### config.mk
export PLATFORM = sky130hd
export DESIGN_NAME = sobel_fifo_frame_reader_flat
export DESIGN_NICKNAME = d
export VERILOG_FILES = /design/src/rtl/sobel_fifo_frame_reader_if.sv /design/src/rtl/sobel_fifo_frame_reader.sv /design/src/flat_wrapper.sv
export SDC_FILE = /design/constraint.sdc
export NUM_CORES = 1
export LEC_CHECK = 0
export ABC_AREA = 0
export BUFFER_PORTS_ARGS = -buffer_cell sky130_fd_sc_hd__buf_4
export CORE_ASPECT_RATIO = 0.8
export CORE_UTILIZATION = 35
export DETAILED_ROUTE_END_ITERATION = 6
export PLACE_DENSITY = 0.62
export SYNTH_ARGS = -nofsm -noshare
export SYNTH_HDL_FRONTEND = slang
export SYNTH_SLANG_ARGS = --single-unit
### constraint.sdc
create_clock -name rd_clk -period 7.75 [get_ports rd_clk]
set_input_delay 0.775 -clock rd_clk [delete_from_list [all_inputs] [get_ports rd_clk]]
set_output_delay 0.775 -clock rd_clk [all_outputs]
set_load 0.1 [all_outputs]
### src/rtl/sobel_fifo_frame_reader_if.sv
// Handshake bundle between the sobel prefetch FIFO read port, the frame
// reader and the downstream Sobel datapath stream.
interface sobel_fifo_frame_reader_if #(
  parameter int DATA_W = 32
);
  logic [DATA_W-1:0] fifo_rd_data;
  logic              fifo_rd_vld;
  logic              fifo_rd_en;
  logic [DATA_W-1:0] out_data;
  logic              out_valid;
  logic              out_ready;
  logic              out_sol;
  logic              out_eol;
  logic              out_sof;
  logic              out_eof;

  // Frame reader side: pops the FIFO and drives the pixel stream.
  modport master (
    input  fifo_rd_data, fifo_rd_vld, out_ready,
    output fifo_rd_en, out_data, out_valid, out_sol, out_eol, out_sof, out_eof
  );

  // Environment side: FIFO read port plus the stream consumer.
  modport slave (
    output fifo_rd_data, fifo_rd_vld, out_ready,
    input  fifo_rd_en, out_data, out_valid, out_sol, out_eol, out_sof, out_eof
  );
endinterface

### src/rtl/sobel_fifo_frame_reader.sv
// Sobel frame reader: drains a first-word-fall-through FIFO into a
// valid/ready pixel stream tagged with line/frame markers, with optional
// idle gaps between lines, frame-done pulse and starvation counting.
module sobel_fifo_frame_reader #(
  parameter int DATA_W   = 32,
  parameter int H_ACTIVE = 640,
  parameter int V_ACTIVE = 480,
  parameter int LINE_GAP = 0,
  parameter int CNT_W    = 12
) (
  input  logic                       rd_clk,
  input  logic                       rd_rst,
  input  logic                       start,
  sobel_fifo_frame_reader_if.master  bus,
  output logic                       busy,
  output logic                       frame_done,
  output logic [15:0]                starve_cnt
);

  typedef enum logic [1:0] {
    IDLE  = 2'd0,
    RUN   = 2'd1,
    GAP   = 2'd2,
    DRAIN = 2'd3
  } state_t;

  localparam logic [CNT_W-1:0] X_LAST   = CNT_W'(H_ACTIVE - 1);
  localparam logic [CNT_W-1:0] Y_LAST   = CNT_W'(V_ACTIVE - 1);
  localparam logic [15:0]      GAP_LOAD = 16'((LINE_GAP > 0) ? (LINE_GAP - 1) : 0);

  state_t            state;
  logic [CNT_W-1:0]  x;
  logic [CNT_W-1:0]  y;
  logic [15:0]       gap_cnt;

  logic [DATA_W-1:0] pix_s;
  logic              slot_free_s;
  logic              pop_s;
  logic              last_x_s;
  logic              last_y_s;

  assign pix_s       = bus.fifo_rd_data;
  // The output register can take a new word when empty or emptying now.
  assign slot_free_s = ~bus.out_valid | bus.out_ready;
  assign bus.fifo_rd_en = (state == RUN) & slot_free_s;
  assign pop_s       = bus.fifo_rd_vld & bus.fifo_rd_en;
  assign last_x_s    = (x == X_LAST);
  assign last_y_s    = (y == Y_LAST);

  // Output register, pixel/line counters, gap timer and frame FSM.
  always_ff @(posedge rd_clk or posedge rd_rst) begin
    if (rd_rst) begin
      state         <= IDLE;
      x             <= '0;
      y             <= '0;
      gap_cnt       <= 16'd0;
      bus.out_data  <= '0;
      bus.out_valid <= 1'b0;
      bus.out_sol   <= 1'b0;
      bus.out_eol   <= 1'b0;
      bus.out_sof   <= 1'b0;
      bus.out_eof   <= 1'b0;
      busy          <= 1'b0;
      frame_done    <= 1'b0;
      starve_cnt    <= 16'd0;
    end else begin
      frame_done <= 1'b0;

      // Pop reloads the stage; a transfer without a pop empties it.
      if (pop_s) begin
        bus.out_data  <= pix_s;
        bus.out_valid <= 1'b1;
        bus.out_sol   <= (x == '0);
        bus.out_eol   <= last_x_s;
        bus.out_sof   <= (x == '0) & (y == '0);
        bus.out_eof   <= last_x_s & last_y_s;
      end else if (bus.out_ready) begin
        bus.out_valid <= 1'b0;
      end

      case (state)
        IDLE: begin
          // A start landing on the frame_done cycle belongs to the old frame.
          if (start & ~frame_done) begin
            state      <= RUN;
            x          <= '0;
            y          <= '0;
            starve_cnt <= 16'd0;
            busy       <= 1'b1;
          end
        end
        RUN: begin
          if (slot_free_s & ~bus.fifo_rd_vld & (starve_cnt != 16'hFFFF)) begin
            starve_cnt <= starve_cnt + 16'd1;
          end
          if (pop_s) begin
            if (last_x_s) begin
              x <= '0;
              if (last_y_s) begin
                y     <= '0;
                state <= DRAIN;
              end else begin
                y <= y + CNT_W'(1);
                if (LINE_GAP > 0) begin
                  state   <= GAP;
                  gap_cnt <= GAP_LOAD;
                end
              end
            end else begin
              x <= x + CNT_W'(1);
            end
          end
        end
        GAP: begin
          if (gap_cnt == 16'd0) begin
            state <= RUN;
          end else begin
            gap_cnt <= gap_cnt - 16'd1;
          end
        end
        DRAIN: begin
          if (slot_free_s) begin
            state      <= IDLE;
            busy       <= 1'b0;
            frame_done <= 1'b1;
          end
        end
        default: begin
          state <= IDLE;
          busy  <= 1'b0;
        end
      endcase
    end
  end

endmodule
### src/flat_wrapper.sv
// flat-port wrapper written by rule: the top's interface ports become plain ports
module sobel_fifo_frame_reader_flat 
#(
  parameter int DATA_W   = 32,
  parameter int H_ACTIVE = 640,
  parameter int V_ACTIVE = 480,
  parameter int LINE_GAP = 0,
  parameter int CNT_W    = 12
)
  (rd_clk, rd_rst, start, busy, frame_done, starve_cnt, bus_fifo_rd_data, bus_fifo_rd_vld, bus_out_ready, bus_fifo_rd_en, bus_out_data, bus_out_valid, bus_out_sol, bus_out_eol, bus_out_sof, bus_out_eof);
  sobel_fifo_frame_reader_if #(.DATA_W(DATA_W)) bus_i ();
  input  logic rd_clk;
  input  logic rd_rst;
  input  logic start;
  output logic busy;
  output logic frame_done;
  output logic [15:0] starve_cnt;
  input wire logic [$bits(bus_i.fifo_rd_data)-1:0] bus_fifo_rd_data;
  input wire logic [$bits(bus_i.fifo_rd_vld)-1:0] bus_fifo_rd_vld;
  input wire logic [$bits(bus_i.out_ready)-1:0] bus_out_ready;
  output wire logic [$bits(bus_i.fifo_rd_en)-1:0] bus_fifo_rd_en;
  output wire logic [$bits(bus_i.out_data)-1:0] bus_out_data;
  output wire logic [$bits(bus_i.out_valid)-1:0] bus_out_valid;
  output wire logic [$bits(bus_i.out_sol)-1:0] bus_out_sol;
  output wire logic [$bits(bus_i.out_eol)-1:0] bus_out_eol;
  output wire logic [$bits(bus_i.out_sof)-1:0] bus_out_sof;
  output wire logic [$bits(bus_i.out_eof)-1:0] bus_out_eof;
  assign bus_i.fifo_rd_data = bus_fifo_rd_data;
  assign bus_i.fifo_rd_vld = bus_fifo_rd_vld;
  assign bus_i.out_ready = bus_out_ready;
  assign bus_fifo_rd_en = bus_i.fifo_rd_en;
  assign bus_out_data = bus_i.out_data;
  assign bus_out_valid = bus_i.out_valid;
  assign bus_out_sol = bus_i.out_sol;
  assign bus_out_eol = bus_i.out_eol;
  assign bus_out_sof = bus_i.out_sof;
  assign bus_out_eof = bus_i.out_eof;
  sobel_fifo_frame_reader #(.DATA_W(DATA_W), .H_ACTIVE(H_ACTIVE), .V_ACTIVE(V_ACTIVE), .LINE_GAP(LINE_GAP), .CNT_W(CNT_W)) u_core (.rd_clk(rd_clk), .rd_rst(rd_rst), .start(start), .bus(bus_i), .busy(busy), .frame_done(frame_done), .starve_cnt(starve_cnt));
endmodule
### Yosys cells after proc, flatten, opt, wreduce, memory -nomap -nowiden

Index checks and enable logic that the tools add are counted.

* bits in registers: 97
* latch bits: 0
* bits in writable memories: 0
* memory bits (read-only): 0
* input port bits: 37
* word-level logic and storage cells: 80
* memories: 0

* add/subtract/negate cells: 4
* multiply operators: 0
* divide/modulo/power cells: 0
* magnitude comparators: 0
* equality and inequality tests: 13
* shifts and indexed selects: 0
* mux-type cells: 25
* bitwise logic cells: 12
* reduce and logical (&&, ||, !) cells: 13

Operators with widths (number)
* $mux W12: 6
* $pmux W12 S2: 2
* $mux W16: 2
* $pmux W16 S2: 1
* $add A12 B1 Y12 const B: 2
* $logic_not A12 Y1: 2
* $add A16 B1 Y16 const B: 1
* $logic_not A16 Y1: 1
* $ne A16 B16 Y1 const B: 1
* $sub A16 B1 Y16 const B: 1
* $eq A12 B10 Y1 const B: 1
* $eq A12 B9 Y1 const B: 1
* $mux W2: 6
* $ne A2 B1 Y1 const B: 6
* $reduce_and A3 Y1: 3
* $pmux W2 S4: 1
* $and A1 B1 Y1: 7
* $mux W1: 6
* $reduce_and A6 Y1: 1
* $reduce_bool A2 Y1: 3
* $eq A2 B2 Y1 const B: 2
* $not A1 Y1: 4
* $reduce_and A4 Y1: 1
* $eq A2 B1 Y1 const B: 1
* other kinds (5): 5

### Longest topological paths before layout

* depth after elaboration: 6
* depth in mapped cells: 7

### Worst setup path after synthesis

Ideal clock, no wire load.

* kind: register to output
* from: register u_core.bus.out_valid
* to: output bus_fifo_rd_en
* arrival: 2.331 ns
* required time: 6.975 ns
* path slack: 4.644 ns
* stages on the path, launching flop included: 3
* path buffers: 0
* path through: dfrtp_1 > nor2b_1 > nor2_1

* cells in the longest elaborated chain, start to end: 3

Ends and longest elaborated chain
* from (decl): line sobel_fifo_frame_reader_if.sv:20 `output fifo_rd_en, out_data, out_valid, out_sol, out_eol, out_sof, out_eof`
* from (signal assigned): line sobel_fifo_frame_reader.sv:58 `bus.out_valid <= 1'b0;`
* from (signal assigned): line sobel_fifo_frame_reader.sv:72 `bus.out_valid <= 1'b1;`
* from (signal assigned): line sobel_fifo_frame_reader.sv:78 `bus.out_valid <= 1'b0;`
* $not A1 Y1: line sobel_fifo_frame_reader.sv:44 `assign slot_free_s = ~bus.out_valid | bus.out_ready;`
* $or A1 B1 Y1: line sobel_fifo_frame_reader.sv:44
* $and A1 B1 Y1: line sobel_fifo_frame_reader.sv:45 `assign bus.fifo_rd_en = (state == RUN) & slot_free_s;`
* to (decl): line flat_wrapper.sv:21 `output wire logic [$bits(bus_i.fifo_rd_en)-1:0] bus_fifo_rd_en;`

Every way passes these cells.

### Worst setup path in the final report

* from: register u_core.state[1]
* to: output bus_fifo_rd_en

* cells in the longest elaborated chain, start to end: 2

Ends and longest elaborated chain
* from (decl): line sobel_fifo_frame_reader.sv:31 `state_t state;`
* from (signal assigned): line sobel_fifo_frame_reader.sv:53 `state <= IDLE;`
* from (signal assigned): line sobel_fifo_frame_reader.sv:85 `state <= RUN;`
* from (signal assigned): line sobel_fifo_frame_reader.sv:101 `state <= DRAIN;`
* $eq A2 B1 Y1: line sobel_fifo_frame_reader.sv:45
* $and A1 B1 Y1: line sobel_fifo_frame_reader.sv:45

Every way passes these cells.

==> qor.yml <==
grt_pass1_vias: 3977
relSlewSlack_pct: 38.40
outcome: "completed"
nets: 648
power_mw: 1.756
grt_pass1_wl_mm: 19.72
syn-num-nets: 567
power_density_nw_per_um2: 293.8
dr.pass1.iters: 4
regArea_um2: 2427
min_period_ns: 2.608
ys.flop_type: "dfrtp_1"
root_buffer: "clkbuf_16"
wl_per_cell_um: 15.03
antenna_cells: 0
fp-row-count: 38
routabilityCongestion: 0.9001
async_reset_ff_share_pct: 100.0
critPathRequiredTime_ns: 6.97
hold_path_class: "flop to flop"
drt-initial-drc-count: 283
fp.dieH_um: 107.1
htreeDepth: 3
cp.arrival_ns: 1.83
antenna_found_initial: 0
hold_viol: 0
ys_types: 65
post-route-period-util_pct: 33.65
slew_violations: 0
post-route-util_pct: 44.26
max-vdd-ir-drop_uv: 164.2
final_common_cell: "nand2_1"
dp_slack_ns: 5.242
num_vias: 4270
io_buffer_count: 92
max-cap-violations: 0
dieArea_um2: 14280
synth_area_leader_cell: "dfrtp_1"
worstSetupEndpointType: "primary output"
synth_top_area_share_pct: 50.25
clockBufferDepth: 2
yosys-top-cells-area: "dfrtp_1 50%, nand2_1 9.8%, nand3_1 2.9%"
area_delta_synth_final_pct: 23.72
via_per_inst: 5.405
final-setup-viol-count: 0
cts_tree: "yes"
post_cts_resized: 0
final.setup.tns_ns: 0
hpwl_mm: 8.038
grt_max_degree: 55
layout_common_cells: "126 x nand2_1, 97 x dfrtp_1, 96 x buf_4"
syn_area_um2: 4831
p_leak_nw: 2.814
drc: 0
ys_seq_elements: 97
synth_edf_count: 0
wl_mm: 11.87
ant_nets: 0
synth_warnings: 0
synth_cells: 524
cts_setup_buffers: 0
cts_buffers: 9
yosysSeqAreaShare_pct: 50.25
avgSynthCellArea_um2: 9.219
grt_use_total_pct: 17.23
critPathLaunchType: "flop"
worst_pin_slew_ns: 0.9169
hold_buffers: 0
coreArea_um2: 13500
finalClockSkew_ns: 0.01119
io_pins: 93
clock_sinks: 97
overflow: 0
crit_fanout: 16
fin_ws_ns: 5.142
clkTransAtPathRegs_ns: 0.07
path_class: "flop to primary output"
nFillCells: 1309
insertion_delay_ns: 0.35
dieWidth_um: 133.4
start_util_pct: 35.78
multi_input_area_um2: 2237
grt_setup_unrepaired: "false"
fmax_mhz: 383.4
layout-drive-gt1-share_pct: 20.49
-- state kept, by name, summed over array words and instances, names as in the netlist --
signal and cells:
u_core.bus.out_valid 1, u_core.gap_cnt 16, u_core.bus.out_eol 1, u_core.y 12, u_core.busy 1, u_core.x 12, u_core.bus.out_sof 1, u_core.bus.out_sol 1
u_core.starve_cnt 16, u_core.state 2, u_core.frame_done 1, u_core.bus.out_eof 1, u_core.bus.out_data 32
-- logic make-up (layout without fill, tap and decap cells) --
logic type	Yosys count	after routing	synth area share, %
mux	6	6	1.321
xor+xnor	15	15	2.720
compound gates	95	95	13.52
simple gates	263	263	27.07
fa+ha+maj	6	6	1.554
buf+inv	42	128	3.574
flops	97	97	50.25
-- area by class of cell --
type / count / share of cell area (%)
well taps: 180 / 3.768
clock inverters: 6 / 1.109
repair buffers: 96 / 12.06
multi-input cells: 385 / 37.43
clock buffers: 10 / 3.998
flip-flops and latches: 97 / 40.61
inverters: 16 / 1.026
-- synth_stat cells, types with 4 or more instances --
cell type and instances:
nand2_1 126, dfrtp_1 97, nand3_1 28, o21ai_0 22
clkbuf_1 19, nor2_1 17, a21oi_1 16, inv_1 16
nor4_1 16, xnor2_1 14, and3_1 11, nand4_1 11
nor3_1 10, or3_1 9, a31oi_1 8, or4_1 8
o31ai_1 7, a211o_1 6, buf_2 6, ha_1 6
a211oi_1 4
-- report_power, final --
group	leakage, nW	switching, mW	internal (mW)
clock network	0.141	0.199	0.260
logic	1.42	0.514	0.139
registers	1.26	0.0706	0.574
total	2.81	0.784	0.972
-- per-layer routing --
layer | vias up | part of all wire (%) | track usage (%)
li1 | 2053 | - | -
met1 | 2080 | 47 | 24.40
met2 | 128 | 47 | 26.56
met3 | 9 | 5.8 | 4.161
met4 | 0 | 0.63 | 3.815
met5 | - | 0 | 0
-- stage by stage --
step	cells	hold slack (ns)	area, µm²
3_5_place_dp	774	0.4658	5672
6_report	790	0.4744	5977
2_1_floorplan	524	0.4461	4831
4_1_cts	790	0.4811	5977
5_1_grt	790	0.5048	5977
3_3_place_gp	774	0.4605	5672
-- path summary, 6_finish.rpt --
| path | cells past startpoint | startpoint | end | slack (ns) |
|---|---|---|---|---|
| max | 3 | u_core.state[1] | bus_fifo_rd_en | 5.14 |
| min | 1 | u_core.gap_cnt[13] | u_core.gap_cnt[13] | 0.47 |
| max reg2reg | 4 | u_core.state[1] | u_core.starve_cnt[0] | 5.37 |
| min reg2reg | 1 | u_core.gap_cnt[13] | u_core.gap_cnt[13] | 0.47 |
| max in group asynchronous | 3 | rd_rst | u_core.gap_cnt[9] | 6.03 |
| min in group asynchronous | 2 | rd_rst | u_core.bus.out_data[22] | 0.54 |
-- critical path, cell delays in order (launching register included) --
cell,delay (ns)
dfrtp_1,0.47
nand2b_1,0.47
nor2_1,0.23
buf_4,0.31
Note: power is estimated with default switching activity, not from simulation.
